### config.mk
export PLATFORM = sky130hd
export DESIGN_NAME = bfsdfs_main
export DESIGN_NICKNAME = d
export VERILOG_FILES = /design/src/rtl/bfsdfs_pkg.sv /design/src/rtl/bfsdfs_mem_slave.sv /design/src/rtl/bfsdfs_main.sv
export SDC_FILE = /design/constraint.sdc
export NUM_CORES = 2
export LEC_CHECK = 0
export BUFFER_PORTS_ARGS = -buffer_cell sky130_fd_sc_hd__buf_2
export CORE_MARGIN = 2
export CORE_UTILIZATION = 45
export CTS_BUF_LIST = sky130_fd_sc_hd__clkbuf_8
export DETAILED_ROUTE_END_ITERATION = 8
export GPL_TIMING_DRIVEN = 1
export PLACE_DENSITY = 0.65
export SYNTH_ARGS = -nofsm -noshare
export SYNTH_HDL_FRONTEND = slang
export SYNTH_HIERARCHICAL = 1
export SYNTH_SLANG_ARGS = --single-unit
export TNS_END_PERCENT = 50
### constraint.sdc
create_clock -name clock -period 5.8 [get_ports clock]
set_input_delay 0.29 -clock clock [delete_from_list [all_inputs] [get_ports clock]]
set_output_delay 0.29 -clock clock [all_outputs]
set_load 0.02 [all_outputs]
### src/rtl/bfsdfs_pkg.sv
// Shared constants, types and address decode for the BFS/DFS traversal accelerator.
package bfsdfs_pkg;

    localparam int unsigned NODES       = 8;
    localparam int unsigned ADJ_BYTES   = 64;
    localparam int unsigned REG_BYTES   = 8;
    localparam int unsigned STORE_BYTES = ADJ_BYTES + 5 * REG_BYTES;
    localparam int unsigned IDX_W       = 7;

    // Byte offsets of each region inside the flat store.
    localparam logic [IDX_W-1:0] ADJ_OFS = 7'd0;
    localparam logic [IDX_W-1:0] VIS_OFS = 7'd64;
    localparam logic [IDX_W-1:0] QUE_OFS = 7'd72;
    localparam logic [IDX_W-1:0] STK_OFS = 7'd80;
    localparam logic [IDX_W-1:0] BFS_OFS = 7'd88;
    localparam logic [IDX_W-1:0] DFS_OFS = 7'd96;

    // Bit 8*i+j set iff edge i->j: undirected 0-1 0-2 1-3 1-4 2-5 2-6 3-7.
    localparam logic [ADJ_BYTES-1:0] DEFAULT_ADJ = 64'h0804_0402_8261_1906;

    typedef enum logic [2:0] {
        ST_IDLE,
        ST_CLEAR,
        ST_BFS_DEQ,
        ST_BFS_SCAN,
        ST_CLEAR_VIS,
        ST_DFS_SCAN,
        ST_DONE
    } state_t;

    typedef logic [STORE_BYTES-1:0][7:0] store_t;

    typedef struct packed {
        logic             hit;
        logic             valid;
        logic [IDX_W-1:0] idx;
    } decode_t;

    typedef struct packed {
        logic             en;
        logic [IDX_W-1:0] idx;
        logic [7:0]       data;
    } wr_req_t;

    function automatic logic [IDX_W-1:0] at(input logic [IDX_W-1:0] base, input logic [2:0] n);
        return base + {4'd0, n};
    endfunction

    // Apertures 1..6 of 128 B each; 0 and 7 belong to other slaves.
    function automatic decode_t decode(input logic [9:0] addr);
        decode_t d;
        d.hit = (addr[9:7] != 3'd0) && (addr[9:7] != 3'd7);
        if (addr[9:7] == 3'd1) begin
            d.valid = d.hit && !addr[6];
            d.idx   = {1'b0, addr[5:0]};
        end else begin
            d.valid = d.hit && (addr[6:3] == 4'd0);
            d.idx   = 7'd48 + {1'b0, addr[9:7], addr[2:0]};
        end
        return d;
    endfunction

endpackage

### src/rtl/bfsdfs_mem_slave.sv
// Two-channel byte slave: decode, write request to the store, 1-cycle registered response.
module bfsdfs_mem_slave
    import bfsdfs_pkg::*;
(
    input  logic          clock,
    input  logic          reset,
    input  logic [1:0]    oe,
    input  logic [1:0]    we,
    input  logic [19:0]   addr,
    input  logic [15:0]   wdata,
    input  store_t        store,
    input  logic          wr_allow,
    output logic [15:0]   rdata,
    output logic [1:0]    rdy,
    output wr_req_t [1:0] wr_req_c
);

    decode_t [1:0] dec_c;

    // A strobe with both oe and we is served as a read only.
    always_comb begin
        for (int k = 0; k < 2; k++) begin
            dec_c[k]         = decode(addr[10*k +: 10]);
            wr_req_c[k].en   = we[k] && !oe[k] && dec_c[k].valid && wr_allow;
            wr_req_c[k].idx  = dec_c[k].idx;
            wr_req_c[k].data = wdata[8*k +: 8];
        end
    end

    always_ff @(posedge clock) begin
        if (!reset) begin
            rdata <= '0;
            rdy   <= '0;
        end else begin
            for (int k = 0; k < 2; k++) begin
                rdy[k]          <= (oe[k] || we[k]) && dec_c[k].hit;
                rdata[8*k +: 8] <= (oe[k] && dec_c[k].valid) ? store[dec_c[k].idx] : 8'd0;
            end
        end
    end

endmodule

### src/rtl/bfsdfs_main.sv
// Graph traversal accelerator: BFS then DFS from node 0 over an 8-node adjacency matrix.
module bfsdfs_main
    import bfsdfs_pkg::*;
(
    input  logic        clock,
    input  logic        reset,
    input  logic        start_port,
    output logic        done_port,
    input  logic [1:0]  S_oe_ram,
    input  logic [1:0]  S_we_ram,
    input  logic [19:0] S_addr_ram,
    input  logic [15:0] S_Wdata_ram,
    input  logic [7:0]  S_data_ram_size,
    input  logic [15:0] M_Rdata_ram,
    input  logic [1:0]  M_DataRdy,
    output logic [15:0] Sout_Rdata_ram,
    output logic [1:0]  Sout_DataRdy,
    output logic [1:0]  Mout_oe_ram,
    output logic [1:0]  Mout_we_ram,
    output logic [19:0] Mout_addr_ram,
    output logic [15:0] Mout_Wdata_ram,
    output logic [7:0]  Mout_data_ram_size
);

    store_t        store;
    state_t        state;
    logic [3:0]    head, tail, sp, cnt;
    logic [2:0]    node, nbr;
    logic [2:0]    top_node, row;
    logic          edge_new;
    wr_req_t [1:0] wr_req_c;
    logic          unused_inputs;

    assign unused_inputs = ^{M_Rdata_ram, M_DataRdy, S_data_ram_size};

    assign Mout_oe_ram        = '0;
    assign Mout_we_ram        = '0;
    assign Mout_addr_ram      = '0;
    assign Mout_Wdata_ram     = '0;
    assign Mout_data_ram_size = '0;

    bfsdfs_mem_slave u_slave (
        .clock    (clock),
        .reset    (reset),
        .oe       (S_oe_ram),
        .we       (S_we_ram),
        .addr     (S_addr_ram),
        .wdata    (S_Wdata_ram),
        .store    (store),
        .wr_allow (state == ST_IDLE),
        .rdata    (Sout_Rdata_ram),
        .rdy      (Sout_DataRdy),
        .wr_req_c (wr_req_c)
    );

    // One adjacency byte per cycle: row is the dequeued node (BFS) or stack top (DFS).
    assign top_node = store[at(STK_OFS, 3'(sp - 4'd1))][2:0];
    assign row      = (state == ST_DFS_SCAN) ? top_node : node;
    assign edge_new = (store[{1'b0, row, nbr}] != 8'd0) && (store[at(VIS_OFS, nbr)] == 8'd0);

    always_ff @(posedge clock) begin
        if (!reset) begin
            state     <= ST_IDLE;
            done_port <= 1'b0;
            head      <= '0;
            tail      <= '0;
            sp        <= '0;
            cnt       <= '0;
            node      <= '0;
            nbr       <= '0;
            store     <= '0;
            for (int i = 0; i < 64; i++) begin
                store[7'(i)] <= {7'd0, DEFAULT_ADJ[6'(i)]};
            end
        end else begin
            done_port <= 1'b0;
            // Slave writes are gated to IDLE in the slave; channel 1 is applied last.
            for (int k = 0; k < 2; k++) begin
                if (wr_req_c[k].en) store[wr_req_c[k].idx] <= wr_req_c[k].data;
            end
            case (state)
                ST_IDLE: begin
                    if (start_port) state <= ST_CLEAR;
                end
                ST_CLEAR: begin
                    for (int n = 0; n < 8; n++) begin
                        store[at(VIS_OFS, 3'(n))] <= 8'h00;
                        store[at(BFS_OFS, 3'(n))] <= 8'hFF;
                        store[at(DFS_OFS, 3'(n))] <= 8'hFF;
                    end
                    store[QUE_OFS] <= 8'd0;
                    store[VIS_OFS] <= 8'd1;
                    head  <= 4'd0;
                    tail  <= 4'd1;
                    cnt   <= 4'd0;
                    state <= ST_BFS_DEQ;
                end
                ST_BFS_DEQ: begin
                    if (head == tail) begin
                        state <= ST_CLEAR_VIS;
                    end else begin
                        node  <= store[at(QUE_OFS, head[2:0])][2:0];
                        store[at(BFS_OFS, cnt[2:0])] <= store[at(QUE_OFS, head[2:0])];
                        head  <= head + 4'd1;
                        cnt   <= cnt + 4'd1;
                        nbr   <= 3'd0;
                        state <= ST_BFS_SCAN;
                    end
                end
                ST_BFS_SCAN: begin
                    if (edge_new) begin
                        store[at(QUE_OFS, tail[2:0])] <= {5'd0, nbr};
                        store[at(VIS_OFS, nbr)]       <= 8'd1;
                        tail <= tail + 4'd1;
                    end
                    nbr <= nbr + 3'd1;
                    if (nbr == 3'd7) state <= ST_BFS_DEQ;
                end
                ST_CLEAR_VIS: begin
                    for (int n = 0; n < 8; n++) begin
                        store[at(VIS_OFS, 3'(n))] <= 8'h00;
                    end
                    store[VIS_OFS] <= 8'd1;
                    store[DFS_OFS] <= 8'd0;
                    store[STK_OFS] <= 8'd0;
                    sp    <= 4'd1;
                    cnt   <= 4'd1;
                    nbr   <= 3'd0;
                    state <= ST_DFS_SCAN;
                end
                // Push the first unvisited neighbour and rescan from it; pop when the row is exhausted.
                ST_DFS_SCAN: begin
                    if (edge_new) begin
                        store[at(VIS_OFS, nbr)]      <= 8'd1;
                        store[at(DFS_OFS, cnt[2:0])] <= {5'd0, nbr};
                        store[at(STK_OFS, sp[2:0])]  <= {5'd0, nbr};
                        cnt <= cnt + 4'd1;
                        sp  <= sp + 4'd1;
                        nbr <= 3'd0;
                    end else if (nbr == 3'd7) begin
                        sp  <= sp - 4'd1;
                        nbr <= 3'd0;
                        if (sp == 4'd1) state <= ST_DONE;
                    end else begin
                        nbr <= nbr + 3'd1;
                    end
                end
                ST_DONE: begin
                    done_port <= 1'b1;
                    state     <= ST_IDLE;
                end
                default: state <= ST_IDLE;
            endcase
        end
    end

endmodule

==> results_dict.tcl <==
set metrics [dict create \
    status "finished, violations left" \
    violations "capacitance limit, slew limit" \
    globalRouteMet1Util_pct 53.7 \
    cts_tree "yes" \
    htreeDepth 4 \
    synth_area_leaders "dfxtp_1 28%, mux4_2 16%, mux2i_1 9.0%, a311oi_1 5.6%, nor2_1 5.2%" \
    ios 136 \
    yosysMostFrequentCell "dfxtp_1" \
    end_kind "register" \
    placed_area_um2 63300 \
    met3_usage_pct 17.0 \
    synthCells 7256 \
    grt_max_degree 165 \
    peakVddDrop_mv 0.254 \
    numCtsBuffers 162 \
    die_x_um 375 \
    ant_nets 0 \
    finalSetupViolCount 0 \
    critPathMaxFanout 26 \
    core-area_um2 137000 \
    fin_crit_ns 5.53 \
    tightest_slew_ns 1.49 \
    grt_pass1_vias 59600 \
    ys_seq_elements 875 \
    hpwl_mm 203 \
    final_nets 7039 \
    drtIter0Drc 11900 \
    layout-drive-gt1-share_pct 15.7 \
    total_power_w 0.0184 \
    tns_ns 0 \
    drv_slew 2 \
    synth_top_area_share_pct 28.2 \
    clk_latency_ns 0.99 \
    wirelength_mm 306 \
    skew_ns 0.0504 \
    period_share_pct 95.3 \
    start_kind "register" \
    final_cell_area_um2 66900 \
    yosysWarnings 6 \
    post-place-ws_ns 0.551 \
    dieHeight_um 375 \
    place_congestion 1.06 \
    hp-class "in -> reg" \
    grt_pass1_wl_mm 434 \
    die_area_um2 141000 \
    slew_headroom_pct -0.395 \
    synth_edf_count 0 \
    crit_required_ns 6.58 \
    antenna_found_initial 30 \
    yosysTopAreaCell "dfxtp_1" \
    cts_resized 0 \
    netlist_area_um2 62000 \
    gr-usage-all-layers_pct 41.8 \
    fmax_mhz 181 \
    cts_hold_buf 26 \
    postSynthAreaPerCell_um2 8.55 \
    clk_pin_slew_ns 0.06 \
    placementRows 136 \
    layout_setup_ws_ns 0.271 \
    cap_violations 3 \
    multiInputGateArea_um2 40700 \
    hold_viol 0 \
    start_util_pct 45.2 \
    worstPathArrival_ns 6.30 \
    fill_cells 12900 \
    postCtsSetupBuffers 0 \
    synth_cell_types 93 \
    ys_seq_area_share_pct 28.2 \
    io_buffers 61 \
    routed_via_density 7.46 \
    via_count 66400 \
    cts.sinks 875 \
    clock_path_buffers 3 \
    yosys-top-cells-count "875 x dfxtp_1, 864 x nor2_1, 852 x nand2_1" \
    drc 0 \
    met2_usage_pct 57.6 \
    drt_pass1_iterations 9 \
    grt-busiest-layer "met2" \
    seqCellArea_um2 17500 \
    overflow 0 \
    fin_cells 8901 \
    rsz0062_at_grt "false" \
    detail_route.wl_per_cell_um 34.4 \
    cts_root_buf "clkbuf_8" \
    cellPowerDensity_nw_per_um2 275 \
    power_leakage_nw 23.4 \
    worstSetupPathType "reg -> reg" \
    ff2ff_setup_slack_ns 0.27 \
    synth_ff_type "dfxtp_1" \
    area_growth_pct 7.79 \
    async_flop_share_pct 0 \
    placedCellCount 8564 \
]
-- registers in the layout, indices dropped and copies added, names as in the netlist --
register	count
cnt	3
done_port	1
head	4
nbr	3
node	3
sp	4
state	3
store	832
tail	4
u_slave/rdata	16
u_slave/rdy	2
-- worst paths after layout --
check             cells past startpoint            from    endpoint
setup / recovery                     14           sp[0]  store[539]
hold / removal                        3  S_Wdata_ram[5]  store[109]
setup reg to reg                     14           sp[0]  store[539]
hold reg to reg                       2         node[2]     node[2]
-- metrics by stage --
step / utilization, % / hold slack [ns]
2_1_floorplan: - / 0.438
3_3_place_gp: 46.1 / 0.491
3_5_place_dp: 46.1 / 0.498
4_1_cts: 48.7 / 0.0119
5_1_grt: 48.7 / 0.0399
6_report: 48.7 / 0.0791
-- metal layers --
metal	routed length, um	up-vias
li1	-	26900
met1	111000	32000
met2	122000	5972
met3	49500	1414
met4	23700	44
met5	831	-
-- cell type report --
| type | instances | area share, % |
|---|---|---|
| multi-input combinational | 5533 | 60.8 |
| sequential | 875 | 26.2 |
| timing repair buffer | 356 | 4.43 |
| clock buffer | 197 | 4.06 |
| tap | 1794 | 3.36 |
| clock inverter | 84 | 0.790 |
| inverter | 32 | 0.195 |
| antenna | 30 | 0.112 |
-- where the power goes --
group	switching [W]	leakage, nW	internal, W
Clock	0.00305	1.87	0.00326
Sequential	0.000443	7.08	0.00643
Combinational	0.00353	14.5	0.00165
Total	0.00703	23.4	0.0113
-- cells in the final DEF (no fill, tap or decap), drive strengths merged, types with 197 or more instances in the layout --
| cell | instances |
|---|---|
| a21oi | 335 |
| a211oi | 262 |
| o21ai | 224 |
| nor2 | 864 |
| mux2i | 557 |
| dfxtp | 875 |
| mux4 | 438 |
| nand2 | 852 |
| a311oi | 400 |
| clkbuf | 197 |
| nand3 | 573 |
| buf | 330 |
-- cells by family after synthesis --
kind of cell             count (synthesis)  synth area share (%)
adder cells (fa/ha/maj)                 10                 0.202
XOR/XNOR                                10                 0.141
other                                    1               0.00605
buffers and inverters                  895                  6.79
flip-flops                             875                  28.2
multiplexers                          1037                  25.7
AO/OA/AOI/OAI                         1707                  19.6
AND/OR/NAND/NOR                       2721                  19.3
-- worst max-delay path, stage by stage, from the launching register on --
cell and delay, ns:
dfxtp_1 0.31, buf_4 0.22, inv_1 0.12, ha_1 0.55, mux4_2 0.35, and3_1 0.19, a21oi_1 0.15, and2_1 0.65
nor4_1 0.15, a211oi_1 0.64, o31ai_4 0.16, and2_2 0.32, buf_12 0.20, o41ai_1 1.21, a211oi_1 0.10
No activity file was read; power rests on OpenSTA's default activity.
